**src/rtl/pipeline_ctrl_pkg.sv**
```systemverilog
// Shared types and constants for the pipeline stall/flush sequencer.
package pipeline_ctrl_pkg;

    localparam int REG_ADDR_W_DEF = 5;
    localparam logic [REG_ADDR_W_DEF-1:0] REG_ZERO = '0;

    typedef enum logic [1:0] {
        RUN      = 2'd0,
        MEM_WAIT = 2'd1,
        REFILL   = 2'd2
    } ctrl_state_e;

    // One enable/clear pair per pipeline register, plus the PC write enable.
    typedef struct packed {
        logic pc_en;
        logic ifid_en;
        logic ifid_clr;
        logic idex_en;
        logic idex_clr;
        logic exmem_en;
        logic exmem_clr;
        logic memwb_en;
        logic memwb_clr;
    } ctl_t;

    localparam ctl_t CTL_NORMAL = '{1'b1, 1'b1, 1'b0, 1'b1, 1'b0, 1'b1, 1'b0, 1'b1, 1'b0};
    localparam ctl_t CTL_FLUSH  = '{1'b1, 1'b1, 1'b1, 1'b1, 1'b1, 1'b1, 1'b0, 1'b1, 1'b0};
    localparam ctl_t CTL_LU     = '{1'b0, 1'b0, 1'b0, 1'b1, 1'b1, 1'b1, 1'b0, 1'b1, 1'b0};
    localparam ctl_t CTL_FREEZE = '{1'b0, 1'b0, 1'b0, 1'b0, 1'b0, 1'b0, 1'b0, 1'b1, 1'b1};

endpackage

```
**src/rtl/hazard_load_use_detect.sv**
```systemverilog
// Flags an ID instruction that reads the destination of a load currently in EX.
module hazard_load_use_detect
    import pipeline_ctrl_pkg::*;
#(
    parameter int REG_ADDR_W = REG_ADDR_W_DEF
) (
    input  logic [REG_ADDR_W-1:0] id_rs1,
    input  logic [REG_ADDR_W-1:0] id_rs2,
    input  logic                  id_uses_rs1,
    input  logic                  id_uses_rs2,
    input  logic [REG_ADDR_W-1:0] ex_rd,
    input  logic                  ex_mem_read,
    output logic                  load_use
);

    // x0 never carries a real dependency.
    assign load_use = ex_mem_read && (ex_rd != REG_ADDR_W'(REG_ZERO)) &&
                      ((id_uses_rs1 && (id_rs1 == ex_rd)) ||
                       (id_uses_rs2 && (id_rs2 == ex_rd)));

endmodule

```
**src/rtl/pipeline_hazard_ctrl.sv**
```systemverilog
// Stall/flush sequencer for the 5-stage pipeline registers and PC.
// Optional HAZARD_PERF_EN adds saturating stall-cycle and flush-event counters.
module pipeline_hazard_ctrl
    import pipeline_ctrl_pkg::*;
#(
    parameter int REG_ADDR_W    = REG_ADDR_W_DEF,
    parameter int REFILL_CYCLES = 1,
    parameter int CNT_W         = 3
) (
    input  logic                  clk,
    input  logic                  reset,
    input  logic [REG_ADDR_W-1:0] id_rs1,
    input  logic [REG_ADDR_W-1:0] id_rs2,
    input  logic                  id_uses_rs1,
    input  logic                  id_uses_rs2,
    input  logic [REG_ADDR_W-1:0] ex_rd,
    input  logic                  ex_mem_read,
    input  logic                  ex_redirect,
    input  logic                  mem_stall,
    output logic                  pc_en,
    output logic                  ifid_en,
    output logic                  ifid_clr,
    output logic                  idex_en,
    output logic                  idex_clr,
    output logic                  exmem_en,
    output logic                  exmem_clr,
    output logic                  memwb_en,
    output logic                  memwb_clr,
`ifdef HAZARD_PERF_EN
    output logic [31:0]           perf_stall_cycles,
    output logic [31:0]           perf_flush_events,
`endif
    output logic [1:0]            ctrl_state
);

    localparam logic [CNT_W-1:0] RELOAD = CNT_W'(REFILL_CYCLES);

    logic [1:0]       state_q, state_d;
    logic [CNT_W-1:0] cnt_q, cnt_d;
    logic             pend_q, pend_d;
    logic             load_use;
    logic             is_flush;
    ctl_t             ctl, ctl_o;

    hazard_load_use_detect #(.REG_ADDR_W(REG_ADDR_W)) u_lu (
        .id_rs1      (id_rs1),
        .id_rs2      (id_rs2),
        .id_uses_rs1 (id_uses_rs1),
        .id_uses_rs2 (id_uses_rs2),
        .ex_rd       (ex_rd),
        .ex_mem_read (ex_mem_read),
        .load_use    (load_use)
    );

    always_ff @(posedge clk or posedge reset) begin
        if (reset) begin
            state_q <= RUN;
            cnt_q   <= '0;
            pend_q  <= 1'b0;
        end else begin
            state_q <= state_d;
            cnt_q   <= cnt_d;
            pend_q  <= pend_d;
        end
    end

    always_comb begin
        state_d  = state_q;
        cnt_d    = cnt_q;
        pend_d   = pend_q;
        ctl      = CTL_NORMAL;
        is_flush = 1'b0;
        case (state_q)
            RUN: begin
                if (mem_stall) begin
                    ctl     = CTL_FREEZE;
                    pend_d  = ex_redirect;
                    state_d = MEM_WAIT;
                end else if (ex_redirect) begin
                    ctl      = CTL_FLUSH;
                    is_flush = 1'b1;
                    if (REFILL_CYCLES > 0) begin
                        cnt_d   = RELOAD;
                        state_d = REFILL;
                    end
                end else if (load_use) begin
                    ctl = CTL_LU;
                end
            end
            MEM_WAIT: begin
                if (mem_stall) begin
                    ctl    = CTL_FREEZE;
                    pend_d = pend_q | ex_redirect;
                end else if (pend_q || ex_redirect) begin
                    // A redirect seen at any point during the wait is applied on release.
                    ctl      = CTL_FLUSH;
                    is_flush = 1'b1;
                    pend_d   = 1'b0;
                    cnt_d    = RELOAD;
                    state_d  = (REFILL_CYCLES > 0) ? REFILL : RUN;
                end else if (cnt_q != '0) begin
                    ctl.ifid_clr = 1'b1;
                    cnt_d        = cnt_q - 1'b1;
                    state_d      = (cnt_q == CNT_W'(1)) ? RUN : REFILL;
                end else begin
                    if (load_use) ctl = CTL_LU;
                    state_d = RUN;
                end
            end
            REFILL: begin
                if (mem_stall) begin
                    ctl     = CTL_FREEZE;
                    pend_d  = ex_redirect;
                    state_d = MEM_WAIT;
                end else if (ex_redirect) begin
                    ctl      = CTL_FLUSH;
                    is_flush = 1'b1;
                    cnt_d    = RELOAD;
                end else begin
                    ctl.ifid_clr = 1'b1;
                    cnt_d        = cnt_q - 1'b1;
                    if (cnt_q <= CNT_W'(1)) state_d = RUN;
                end
            end
            default: begin
                state_d = RUN;
                cnt_d   = '0;
                pend_d  = 1'b0;
            end
        endcase
    end

    assign ctl_o      = reset ? '0 : ctl;
    assign pc_en      = ctl_o.pc_en;
    assign ifid_en    = ctl_o.ifid_en;
    assign ifid_clr   = ctl_o.ifid_clr;
    assign idex_en    = ctl_o.idex_en;
    assign idex_clr   = ctl_o.idex_clr;
    assign exmem_en   = ctl_o.exmem_en;
    assign exmem_clr  = ctl_o.exmem_clr;
    assign memwb_en   = ctl_o.memwb_en;
    assign memwb_clr  = ctl_o.memwb_clr;
    assign ctrl_state = reset ? 2'd0 : state_q;

`ifdef HAZARD_PERF_EN
    always_ff @(posedge clk or posedge reset) begin
        if (reset) begin
            perf_stall_cycles <= '0;
            perf_flush_events <= '0;
        end else begin
            if (!ctl.pc_en && (perf_stall_cycles != '1))
                perf_stall_cycles <= perf_stall_cycles + 32'd1;
            if (is_flush && (perf_flush_events != '1))
                perf_flush_events <= perf_flush_events + 32'd1;
        end
    end
`endif

endmodule
```
**config.mk**
```make
export PLATFORM = sky130hd
export DESIGN_NAME = pipeline_hazard_ctrl
export DESIGN_NICKNAME = d
export VERILOG_FILES = /design/src/rtl/pipeline_ctrl_pkg.sv /design/src/rtl/hazard_load_use_detect.sv /design/src/rtl/pipeline_hazard_ctrl.sv
export SDC_FILE = /design/constraint.sdc
export NUM_CORES = 1
export LEC_CHECK = 0
export BUFFER_PORTS_ARGS = -buffer_cell sky130_fd_sc_hd__buf_2
export CELL_PAD_IN_SITES_DETAIL_PLACEMENT = 1
export CELL_PAD_IN_SITES_GLOBAL_PLACEMENT = 2
export CORE_MARGIN = 2
export CORE_UTILIZATION = 24
export CTS_CLUSTER_SIZE = 24
export DETAILED_ROUTE_END_ITERATION = 16
export PLACE_DENSITY = 0.76
export RECOVER_POWER = 100
export SYNTH_ARGS = -nofsm -noshare
export SYNTH_HDL_FRONTEND = slang
export SYNTH_SLANG_ARGS = --single-unit
```
**constraint.sdc**
```tcl
create_clock -name clk -period 2.04 [get_ports clk]
set_input_delay 0.204 -clock clk [delete_from_list [all_inputs] [get_ports clk]]
set_output_delay 0.204 -clock clk [all_outputs]
set_load 0.1 [all_outputs]
```
==> After elaboration in Yosys (flattened, before gate mapping) <==
Cells that the tools add are included.
Widths: inputs -> output; s select.
{ "classes": {"n_mux": 35, "order_cmp": 1, "addsub": 1, "n_reduce_logical": 13, "n_bitwise": 1, "n_eq_ne": 15} }
{ "op_table": {"columns": ["operator", "count"], "rows": [
  ["$mux 9", 7],
  ["$pmux 9 s3", 1],
  ["$mux 2", 11],
  ["$mux 3", 7],
  ["$ne 3x3->1 const B", 5],
  ["$eq 5x5->1", 2],
  ["$pmux 3 s3", 1],
  ["$ne 2x2->1 const B", 4],
  ["$mux 6", 1],
  ["$pmux 2 s3", 1],
  ["$mux 5", 1],
  ["$reduce_and 5->1", 1],
  ["$reduce_bool 5->1", 1],
  ["$logic_and 1x1->1", 4],
  ["$mux 1", 4],
  ["$reduce_and 4->1", 1],
  ["$eq 3x1->1 const B", 1],
  ["$le 3x1->1 const B", 1],
  ["$reduce_bool 3->1", 1],
  ["$sub 3x1->3 const B", 1],
  ["$eq 2x1->1 const B", 1],
  ["$eq 2x2->1 const B", 1],
  ["$logic_not 2->1", 1],
  ["$logic_or 1x1->1", 2],
  ["5 further kinds", 5]
]} }
{ "word_totals": {"out_inout_bits": 11, "reg_bits": 6, "elab_cells": 69} }

==> Logic depth before layout (Yosys ltp) <==
Gate-level depths: netlist of run 1.
{ "logic_depth": {"ltp_word": 10, "depth_mapped": 6, "depth_no_buf": 6} }

==> Hierarchy <==
From an unflattened synthesis of run 1, not the netlist that was laid out.
{ "hier_totals": {"hier_cells": 82, "area_unflattened_um2": 693.2} }
{ "modules_own_cells": {"columns": ["module", "seq_area_each_um2", "instances", "area_each_um2", "cells_per_inst"], "rows": [
  ["pipeline_hazard_ctrl", 150.1, 1, 559.3, 65],
  ["hazard_load_use_detect", 0.0, 1, 133.9, 17]
]} }

==> Worst setup path after synthesis of run 1 <==
No wires, ideal clock.
{ "synth_path": {"path_kind": "reg2out", "start": "register state_q[1]", "end": "output port pc_en", "path_slack_ps": -1520, "path_stages_with_launch": 5, "path_buffers": 1, "required_time_ps": 1836, "arrival_ps": 3356, "cell_sequence": "dfrtp_1 a21boi_0 nor2_1 o31a_1 buf_4"} }
{ "synth_between": {"elab_chain_cells": 3, "elab_cells_between_ends": 5, "classes_between": "eq/ne (2); mux (2); reduce/logical (1)"} }
{ "synth_rtl": {"columns": ["item", "line_no", "rtl"], "rows": [
  ["start: declaration", "pipeline_hazard_ctrl.sv:38", "logic [1:0] state_q, state_d;"],
  ["start signal: assignment", "pipeline_hazard_ctrl.sv:61", "state_q <= state_d;"],
  ["$eq 2x2->1, or another cell as far along", null, null],
  ["$pmux 9 s3 *", "pipeline_hazard_ctrl.sv:73", "case (state_q)"],
  ["$mux 9 *", "pipeline_hazard_ctrl.sv:133", "assign ctl_o = reset ? '0 : ctl;"],
  ["end: declaration", "pipeline_hazard_ctrl.sv:20", "output logic pc_en,"]
]} }
Every way passes the cells marked *; elsewhere a longest branch is shown, timed or not.

==> Final worst setup path of run 1 <==
{ "layout_path": {"start": "register cnt_q[0]", "end": "output port pc_en"} }
{ "layout_between": {"elab_chain_cells": 6} }
{ "layout_rtl": {"columns": ["item", "line_no", "rtl"], "rows": [
  ["start: declaration", "pipeline_hazard_ctrl.sv:39", "logic [CNT_W-1:0] cnt_q, cnt_d;"],
  ["start signal: assignment", "pipeline_hazard_ctrl.sv:62", "cnt_q <= cnt_d;"],
  ["$reduce_bool 3->1", "pipeline_hazard_ctrl.sv:101", "end else if (cnt_q != '0) begin"],
  ["$mux 2", "pipeline_hazard_ctrl.sv:101", null],
  ["$mux 9", "pipeline_hazard_ctrl.sv:94", "end else if (pend_q || ex_redirect) begin"],
  ["$mux 9", "pipeline_hazard_ctrl.sv:91", "if (mem_stall) begin"],
  ["$pmux 9 s3", "pipeline_hazard_ctrl.sv:73", null],
  ["$mux 9", "pipeline_hazard_ctrl.sv:133", null]
]} }
Every way passes these cells.

==> flow_metrics.py, run 1 <==
metrics = {
    "run_status": {
        "outcome": "finished, final reports clean",
    },
    "synth": {
        "synth_compound_area_frac": 0.263,
        "ys_warn_count": 0,
        "synth_xor_area_frac": 0.130,
        "synth-simple-area-share": 0.220,
        "ys_async_sr_fraction": 1.00,
        "synth-seq-cells": 6,
        "syn_avg_cell_area_um2": 8.61,
        "synth.distinct_cells": 37,
        "synthMuxAreaShare": 0.0149,
        "synthCells": 78,
        "synth_top_family_by_area": "compound AO/OA/AOI/OAI gates",
        "yosysSeqAreaShare": 0.223,
        "ys.flop_type": "dfrtp_1",
        "synth_edf_count": 0,
        "syn-num-nets": 103,
        "syn_area_um2": 672,
        "synth-adder-area-share": 0.0559,
    },
    "global_route": {
        "grt_max_degree": 12,
        "grt_pass1_vias": 802,
        "antenna_found_initial": 0,
        "overflow": 0,
        "track_usage": 0.149,
        "grt_pass1_wl_mm": 3.70,
    },
    "floorplanning": {
        "start_util": 0.248,
        "die_area_mm2": 0.00324,
        "die_h_um": 56.9,
        "core_mm2": 0.00271,
        "pin_count": 33,
        "rows": 19,
        "die_w_um": 56.9,
    },
    "timing": {
        "tns_ps": 0,
        "skew_ps": 6.41,
        "min_period_ps": 1970,
        "tightest_slew_ps": 538,
        "finalHoldViolCount": 0,
        "fmax_mhz": 507,
        "drv_slew": 0,
        "holdWs_ps": 312,
        "post-route-period-util": 0.966,
        "relSlewSlack": 0.643,
        "setup_violations": 0,
    },
    "critical_path": {
        "crit_type": "reg -> out",
        "required_ps": 1840,
        "start_kind": "flip-flop",
        "arrival_ps": 1770,
        "crit_fanout": 3,
        "r2r_slack_ps": 380,
        "end_kind": "output pin",
    },
    "layout": {
        "multi_input_area_um2": 509,
        "syn_to_final_growth_pct": 56.4,
        "drive_gt1_frac": 0.441,
        "fin_nets": 145,
        "num_antenna_cells": 0,
        "final_core_util": 0.388,
        "instances_no_fill": 149,
        "nFillCells": 341,
        "seqCellArea_um2": 150,
    },
    "cts": {
        "cts-root-buf": "clkbuf_4",
        "cts_htree_levels": 1,
        "cts_made_buffers": 3,
        "clock_latency_ps": 250,
        "cts_tree": "done",
        "clkTransAtPathRegs_ps": 50,
        "cts.path.max_buffers": 2,
        "cts.sinks": 6,
    },
    "routing": {
        "ant_nets": 0,
        "drt-initial-drc-count": 18,
        "drt_pass1_iterations": 4,
        "wl_mm": 2.18,
        "vias": 739,
        "wl_per_cell_um": 14.6,
        "vias_per_cell": 4.96,
        "drc_errors": 0,
    },
    "power": {
        "powerDensity_mw_per_mm2": 732,
        "finalPower_w": 0.000769,
        "ir_drop_uv": 306,
        "leakagePower_nw": 0.476,
    },
    "place": {
        "routabilityCongestion": 0.789,
        "dp_hpwl_mm": 1.73,
        "port_buffers": 31,
        "dp_cells": 140,
    },
    "min_path": {
        "min_path_type": "in -> reg",
    },
    "job": {
        "cap_violations": 0,
    },
}
registers in the layout (all words and copies together), names as in the netlist:
| name | cells |
|---|---|
| cnt_q | 3 |
| pend_q | 1 |
| state_q | 2 |
cell usage after synthesis (all sizes together) (2+ instances only):
| master | count | area [um^2] |
|---|---|---|
| o21ai | 6 | 30.0 |
| inv | 5 | 18.8 |
| dfrtp | 6 | 150 |
| a21oi | 3 | 15.0 |
| nor2 | 5 | 18.8 |
| ha | 3 | 37.5 |
| buf | 6 | 40.0 |
| xor2 | 8 | 70.1 |
| nor3 | 2 | 10.0 |
| and2 | 2 | 12.5 |
| nor2b | 3 | 18.8 |
| nand2b | 2 | 12.5 |
| xnor2 | 2 | 17.5 |
| nand2 | 4 | 15.0 |
| nor4 | 2 | 12.5 |
per-layer routing:
metal	share of wire	GRT usage	vias to the layer above
li1	-	-	358
met4	0.020	0.0698	0
met1	0.39	0.167	349
met2	0.53	0.266	28
met3	0.056	0.0323	4
met5	0	0	-
kinds of logic after synthesis:
family | after synthesis
simple gates | 24
compound gates | 22
buf+inv | 11
xor+xnor | 10
flops | 6
fa+ha+maj | 3
other cells | 1
mux | 1
path summary, 6_finish.rpt:
| path | from | endpoint | depth (start not counted) |
|---|---|---|---|
| worst max register to register | state_q[0] | cnt_q[2] | 5 |
| min in group asynchronous | reset | cnt_q[2] | 3 |
| max in group asynchronous | reset | pend_q | 3 |
| worst min-delay path | mem_stall | state_q[1] | 2 |
| worst min register to register | cnt_q[1] | cnt_q[1] | 3 |
| worst max-delay path | cnt_q[0] | pc_en | 6 |
placed cells by master, fill, tap and decap left out, types with 2 or more instances in the layout:
master and count:
buf_4 8, nor4_1 2, a21oi_1 3, inv_1 3, nor2b_1 2, nand2b_1 2, buf_12 5, nor2_1 4
dfrtp_1 6, ha_1 2, xor2_1 8, nand2_1 4, inv_2 2, clkbuf_4 3, o21ai_0 4, buf_2 24
clkbuf_2 2, clkbuf_1 3, xnor2_1 2
what timing repair did:
item / 4_1_cts / 5_1_grt
endpoints found under the hold margin: 6 / 0
buffers inserted: 3 / 2
resized for setup: 11 / 2
endpoints found under the setup margin: 2 / 2
hold buffers: 1 / 0
pin swaps: 2 / 1
cell type report:
cell class / instances / share of cell area
clock buffers: 3 / 0.0214
inverters: 5 / 0.0179
repair buffers: 43 / 0.296
multi-input cells: 61 / 0.485
flip-flops and latches: 6 / 0.143
well taps: 31 / 0.0369
where the power goes:
group	leakage (nW)	switching (W)	internal [W]	total [W]
Sequential	0.0759	0.0000269	0.000141	0.000168
Combinational	0.387	0.000284	0.000203	0.000487
Clock	0.0138	0.0000473	0.0000668	0.000114
Total	0.476	0.000358	0.000411	0.000769
stage by stage:
| step | cell area, um^2 | setup slack, ps |
|---|---|---|
| 2_1_floorplan | 698 | -353 |
| 3_3_place_gp | 942 | 97.2 |
| 3_5_place_dp | 942 | 21.8 |
| 4_1_cts | 1040 | 18.6 |
| 5_1_grt | 1050 | -6.68 |
| 6_report | 1050 | 69.4 |
critical path, stage by stage, from the launching register on:
cell	delay [ps]
dfrtp_1	380
inv_2	90
ha_4	140
nor4b_4	280
o32ai_4	120
o31a_4	320
buf_12	170
Note: power is estimated with default switching activity, not from simulation.
==> run 2, diff against run 1 <==
--- a/config.mk
+++ b/config.mk
@@ -5,14 +5,15 @@
 export SDC_FILE = /design/constraint.sdc
 export NUM_CORES = 1
 export LEC_CHECK = 0
-export BUFFER_PORTS_ARGS = -buffer_cell sky130_fd_sc_hd__buf_2
 export CELL_PAD_IN_SITES_DETAIL_PLACEMENT = 1
 export CELL_PAD_IN_SITES_GLOBAL_PLACEMENT = 2
 export CORE_MARGIN = 2
-export CORE_UTILIZATION = 24
+export CORE_UTILIZATION = 32
+export CTS_CLUSTER_DIAMETER = 30
 export CTS_CLUSTER_SIZE = 24
 export DETAILED_ROUTE_END_ITERATION = 16
-export PLACE_DENSITY = 0.76
+export DONT_BUFFER_PORTS = 1
+export PLACE_DENSITY = 0.73
 export RECOVER_POWER = 100
 export SYNTH_ARGS = -nofsm -noshare
 export SYNTH_HDL_FRONTEND = slang
==> run 2 against run 1 <==
Sequential power hardly changed; highest routed layer unchanged; die area fell by 23%; utilization grew 7.7 points; final cell count shrank 19%; critical path depth unchanged; non-clock buffer count shrank 24; fmax is 1.5% lower; worst hold slack got worse by 290 ps; first-iteration DRC count down 39%; power fell by 8.0%.
==> flow_metrics.py, run 2 (synthesis gave the netlist of run 1 again) <==
metrics = {
    "floorplanning": {
        "rows": 16,
        "die_w_um": 49.8,
        "die_h_um": 49.8,
        "core_mm2": 0.00196,
        "start_util": 0.342,
        "die_area_mm2": 0.00248,
        "pin_count": 33,
    },
    "global_route": {
        "antenna_found_initial": 0,
        "grt_pass1_vias": 665,
        "grt_pass1_wl_mm": 2.99,
        "overflow": 0,
        "track_usage": 0.163,
        "grt_max_degree": 13,
    },
    "power": {
        "leakagePower_nw": 0.372,
        "p_clk_frac": 0.165,
        "ir_drop_uv": 358,
        "powerDensity_mw_per_mm2": 776,
        "p_int_w": 0.000381,
        "finalPower_w": 0.000707,
        "seq_power_share": 0.240,
        "power.switching_w": 0.000327,
        "pwr-share-comb": 0.595,
        "p_sw_frac": 0.462,
    },
    "critical_path": {
        "required_ps": 1840,
        "start_kind": "flip-flop",
        "crit_type": "reg -> out",
        "reg2reg_depth": 8,
        "end_kind": "output pin",
        "arrival_ps": 1800,
        "endpoint": "ifid_en",
        "crit_fanout": 5,
        "crit_start": "cnt_q[1]",
        "r2r_start": "cnt_q[1]",
        "r2r_slack_ps": 400,
        "r2r-end": "cnt_q[0]",
    },
    "cts": {
        "clock_latency_ps": 250,
        "cts_made_buffers": 3,
        "cts.sinks": 6,
        "cts_tree": "done",
        "clkTransAtPathRegs_ps": 50,
        "cts-root-buf": "clkbuf_4",
        "cts_htree_levels": 1,
        "cts.path.max_buffers": 2,
    },
    "run_status": {
        "outcome": "finished, final reports clean",
    },
    "timing": {
        "setup_violations": 0,
        "min_period_ps": 2000,
        "tns_ps": 0,
        "tightest_slew_ps": 539,
        "skew_ps": 2.59,
        "rsz0062_at_grt": "yes",
        "fmax_mhz": 500,
        "relSlewSlack": 0.642,
        "finalHoldViolCount": 0,
        "post-route-period-util": 0.981,
        "drv_slew": 0,
    },
    "layout": {
        "num_antenna_cells": 0,
        "nFillCells": 261,
        "drive_gt1_frac": 0.319,
        "fin_nets": 121,
        "top_regs": "cnt_q (3), state_q (2), pend_q (1)",
        "mostFrequentLayoutCell": "buf_4",
        "top_register": "cnt_q",
        "final_cell_mix": "10 x buf_4, 8 x xor2_1, 6 x dfrtp_1",
        "largest_register_ffs": 3,
        "final_core_util": 0.465,
        "syn_to_final_growth_pct": 35.8,
    },
    "routing": {
        "wl_per_cell_um": 15.1,
        "wl_mm": 1.82,
        "vias": 633,
        "drt_pass1_iterations": 4,
        "ant_nets": 0,
        "vias_per_cell": 5.23,
        "drc_errors": 0,
        "drt-initial-drc-count": 11,
    },
    "min_path": {
        "hold_path_startpoint": "mem_stall",
        "hold_depth": 1,
        "min_path_type": "in -> reg",
    },
    "place": {
        "port_buffers": 0,
        "dp_hpwl_mm": 1.42,
        "routabilityCongestion": 0.814,
    },
    "job": {
        "cap_violations": 0,
    },
}
-- run 2: what timing repair did --
action / 4_1_cts / 5_1_grt
hold buffers: 1 / 0
pin swaps: 4 / 2
resized for setup: 4 / 0
hold endpoints to repair: 6 / 0
endpoints found under the setup margin: 3 / 3
buffers inserted: 6 / 2
-- run 2: how the worst min path moves through the flow --
stage	endpoint	slack [ps]
floorplan	cnt_q[0]	340
global placement	state_q[0]	190
detailed placement	state_q[0]	200
CTS	state_q[1]	10
global route	state_q[1]	20
finish	state_q[1]	20
-- run 2: cell type report --
class	instances	area, um^2	share of cell area
clock buffer	3	22.5	0.0247
inverter	5	18.8	0.0206
multi-input combinational	61	504	0.553
sequential	6	150	0.165
tap	27	33.8	0.0370
timing repair buffer	19	183	0.200
-- run 2: per-layer routing --
metal / routed length (um) / global-route usage / vias to the layer above
li1: - / - / 312
met5: 0 / 0 / -
met4: 29 / 0.0833 / 0
met3: 100 / 0.0455 / 2
met1: 762 / 0.198 / 298
met2: 929 / 0.260 / 21
-- run 2: worst max-delay path, cell delays in order (launching register included) --
cell     delay (ps)
dfrtp_1         370
inv_2           110
ha_4            150
nor4b_4         280
o32ai_4         120
o31a_2          320
buf_12          210
-- run 2: stage by stage --
stage                     instance area, um^2  setup WS, ps  std cells  hold WS [ps]
final                                     912          38.4        121          19.4
after global routing                      912         -48.8        121          17.8
after CTS                                 910          14.3        119          10.1
after detailed placement                  827          87.3        110           197
after global placement                    827           127        110           195
after floorplan                           698          -353         78           345
-- run 2: power by group through the flow --
stage	Combinational, W	Sequential, W	Clock, W
2_1_floorplan	0.000295	0.000164	0
3_3_place_gp	0.000357	0.000172	0
3_5_place_dp	0.000362	0.000173	0
4_1_cts	0.000422	0.000170	0.000122
5_1_grt	0.000461	0.000173	0.000125
6_report	0.000421	0.000170	0.000117
==> run 3, diff against run 2 <==
--- a/config.mk
+++ b/config.mk
@@ -8,12 +8,12 @@
 export CELL_PAD_IN_SITES_DETAIL_PLACEMENT = 1
 export CELL_PAD_IN_SITES_GLOBAL_PLACEMENT = 2
 export CORE_MARGIN = 2
-export CORE_UTILIZATION = 32
+export CORE_UTILIZATION = 25
 export CTS_CLUSTER_DIAMETER = 30
 export CTS_CLUSTER_SIZE = 24
 export DETAILED_ROUTE_END_ITERATION = 16
 export DONT_BUFFER_PORTS = 1
-export PLACE_DENSITY = 0.73
+export PLACE_DENSITY = 0.59
 export RECOVER_POWER = 100
 export SYNTH_ARGS = -nofsm -noshare
 export SYNTH_HDL_FRONTEND = slang
==> run 3 against run 2 <==
Power shrank 2.3%; via count fell by 0.47%; largest cell class unchanged; combinational power fell by 2%; global-route usage down 4.4 points; fmax fell by 1.0%.
==> flow_metrics.py, run 3 (synthesis gave the netlist of run 1 again) <==
metrics = {
    "layout": {
        "final_cell_mix": "8 x xor2_1, 7 x buf_4, 6 x dfrtp_1",
        "top_regs": "cnt_q (3), state_q (2), pend_q (1)",
        "num_antenna_cells": 0,
        "seqCellArea_um2": 150,
        "syn_to_final_growth_pct": 35.4,
        "multi_input_area_um2": 504,
        "largest_register_ffs": 3,
        "fin_nets": 119,
        "final_core_util": 0.361,
        "mostFrequentLayoutCell": "xor2_1",
        "top_register": "cnt_q",
        "nFillCells": 298,
        "drive_gt1_frac": 0.315,
    },
    "min_path": {
        "hold_path_startpoint": "mem_stall",
        "hold_depth": 1,
        "min_path_type": "in -> reg",
        "holdPathEnd": "state_q[1]",
    },
    "routing": {
        "wl_per_cell_um": 15.1,
        "vias_per_cell": 5.16,
        "vias": 630,
        "wl_mm": 1.85,
        "drt-initial-drc-count": 5,
        "drt_pass1_iterations": 3,
        "ant_nets": 0,
        "drc_errors": 0,
    },
    "timing": {
        "tightest_slew_ps": 718,
        "drv_slew": 0,
        "setup_violations": 0,
        "finalHoldViolCount": 0,
        "min_period_ps": 2020,
        "post-route-period-util": 0.991,
        "skew_ps": 3.12,
        "postLayoutSetupSlackWorst_ps": 17.5,
        "tns_ps": 0,
        "rsz0062_at_grt": "yes",
        "fmax_mhz": 494,
        "relSlewSlack": 0.521,
    },
    "critical_path": {
        "r2r_start": "state_q[0]",
        "crit_fanout": 4,
        "required_ps": 1840,
        "end_kind": "output pin",
        "r2r_slack_ps": 460,
        "arrival_ps": 1820,
        "r2r-end": "cnt_q[2]",
        "reg2reg_depth": 5,
        "start_kind": "flip-flop",
        "crit_type": "reg -> out",
    },
    "run_status": {
        "outcome": "finished, final reports clean",
    },
    "floorplanning": {
        "die_w_um": 55.8,
        "die_area_mm2": 0.00312,
        "start_util": 0.266,
        "pin_count": 33,
        "core_mm2": 0.00252,
        "rows": 18,
        "die_h_um": 55.8,
    },
    "cts": {
        "cts_tree": "done",
        "clkTransAtPathRegs_ps": 50,
        "cts.sinks": 6,
        "cts-root-buf": "clkbuf_4",
        "cts.path.max_buffers": 2,
        "cts_made_buffers": 3,
        "cts_htree_levels": 1,
        "clock_latency_ps": 240,
    },
    "global_route": {
        "grt_pass1_vias": 660,
        "track_usage": 0.119,
        "overflow": 0,
        "grt_max_degree": 12,
        "antenna_found_initial": 0,
        "grt_pass1_wl_mm": 3.03,
    },
    "place": {
        "port_buffers": 0,
        "routabilityCongestion": 0.803,
        "preCtsSetupSlack_ps": 69.8,
        "dp_hpwl_mm": 1.49,
    },
    "job": {
        "cap_violations": 0,
    },
    "power": {
        "finalPower_w": 0.000692,
        "powerDensity_mw_per_mm2": 760,
        "leakagePower_nw": 0.369,
        "ir_drop_uv": 329,
    },
}
[run 3: cell count changes in the layout (fill, tap and decap cells not counted), sizes merged]
cell  change
buf       -2
[run 3: layout make-up]
cell class / count / area share
repair buffers: 17 / 0.194
inverters: 5 / 0.0206
well taps: 30 / 0.0413
clock buffers: 3 / 0.0248
multi-input cells: 61 / 0.554
flip-flops and latches: 6 / 0.165
[run 3: worst max path at each step]
stage | startpoint | to | slack, ps | cells past startpoint
after floorplan | state_q[1] | pc_en | -350 | 4
after global placement | cnt_q[0] | ifid_en | 120 | 6
after global routing | cnt_q[0] | pc_en | -60 | 6
after detailed placement | cnt_q[0] | pc_en | 70 | 6
final | cnt_q[0] | pc_en | 20 | 6
after CTS | cnt_q[0] | pc_en | 10 | 6
[run 3: report_power, final]
part,internal (W),total [W],leakage [nW],switching [W]
clock,0.0000668,0.000113,0.0138,0.0000460
sequential,0.000141,0.000165,0.0759,0.0000238
combinational,0.000166,0.000414,0.279,0.000249
total,0.000373,0.000692,0.369,0.000318
[run 3: repair_timing]
action,in CTS,in global routing
endpoints found under the hold margin,6,0
gates resized for setup,4,0
pin swaps,2,0
gates cloned,0,0
buffers inserted,3,0
hold buffers,1,0
endpoints found under the setup margin,2,3
[run 3: worst max-delay path, cell delays in order (launching register included)]
cell and delay, ps:
dfrtp_1 390, inv_2 100, ha_4 150, nor4b_4 260, o32ai_4 150, o31a_2 350, buf_12 180
[run 3: per-layer routing]
metal | up-vias | wire length, um | global-route usage
li1 | 309 | - | -
met1 | 305 | 865 | 0.157
met2 | 16 | 910 | 0.201
met3 | 0 | 70 | 0.0279
met4 | 0 | 0 | 0.0204
met5 | - | 0 | 0
[run 3: per-stage QoR]
stage	cells	area (um^2)	hold WS, ps
final	122	910	33.8
after global routing	122	910	23.6
after floorplan	78	698	345
after detailed placement	115	858	201
after global placement	115	858	195
after CTS	122	926	28.2
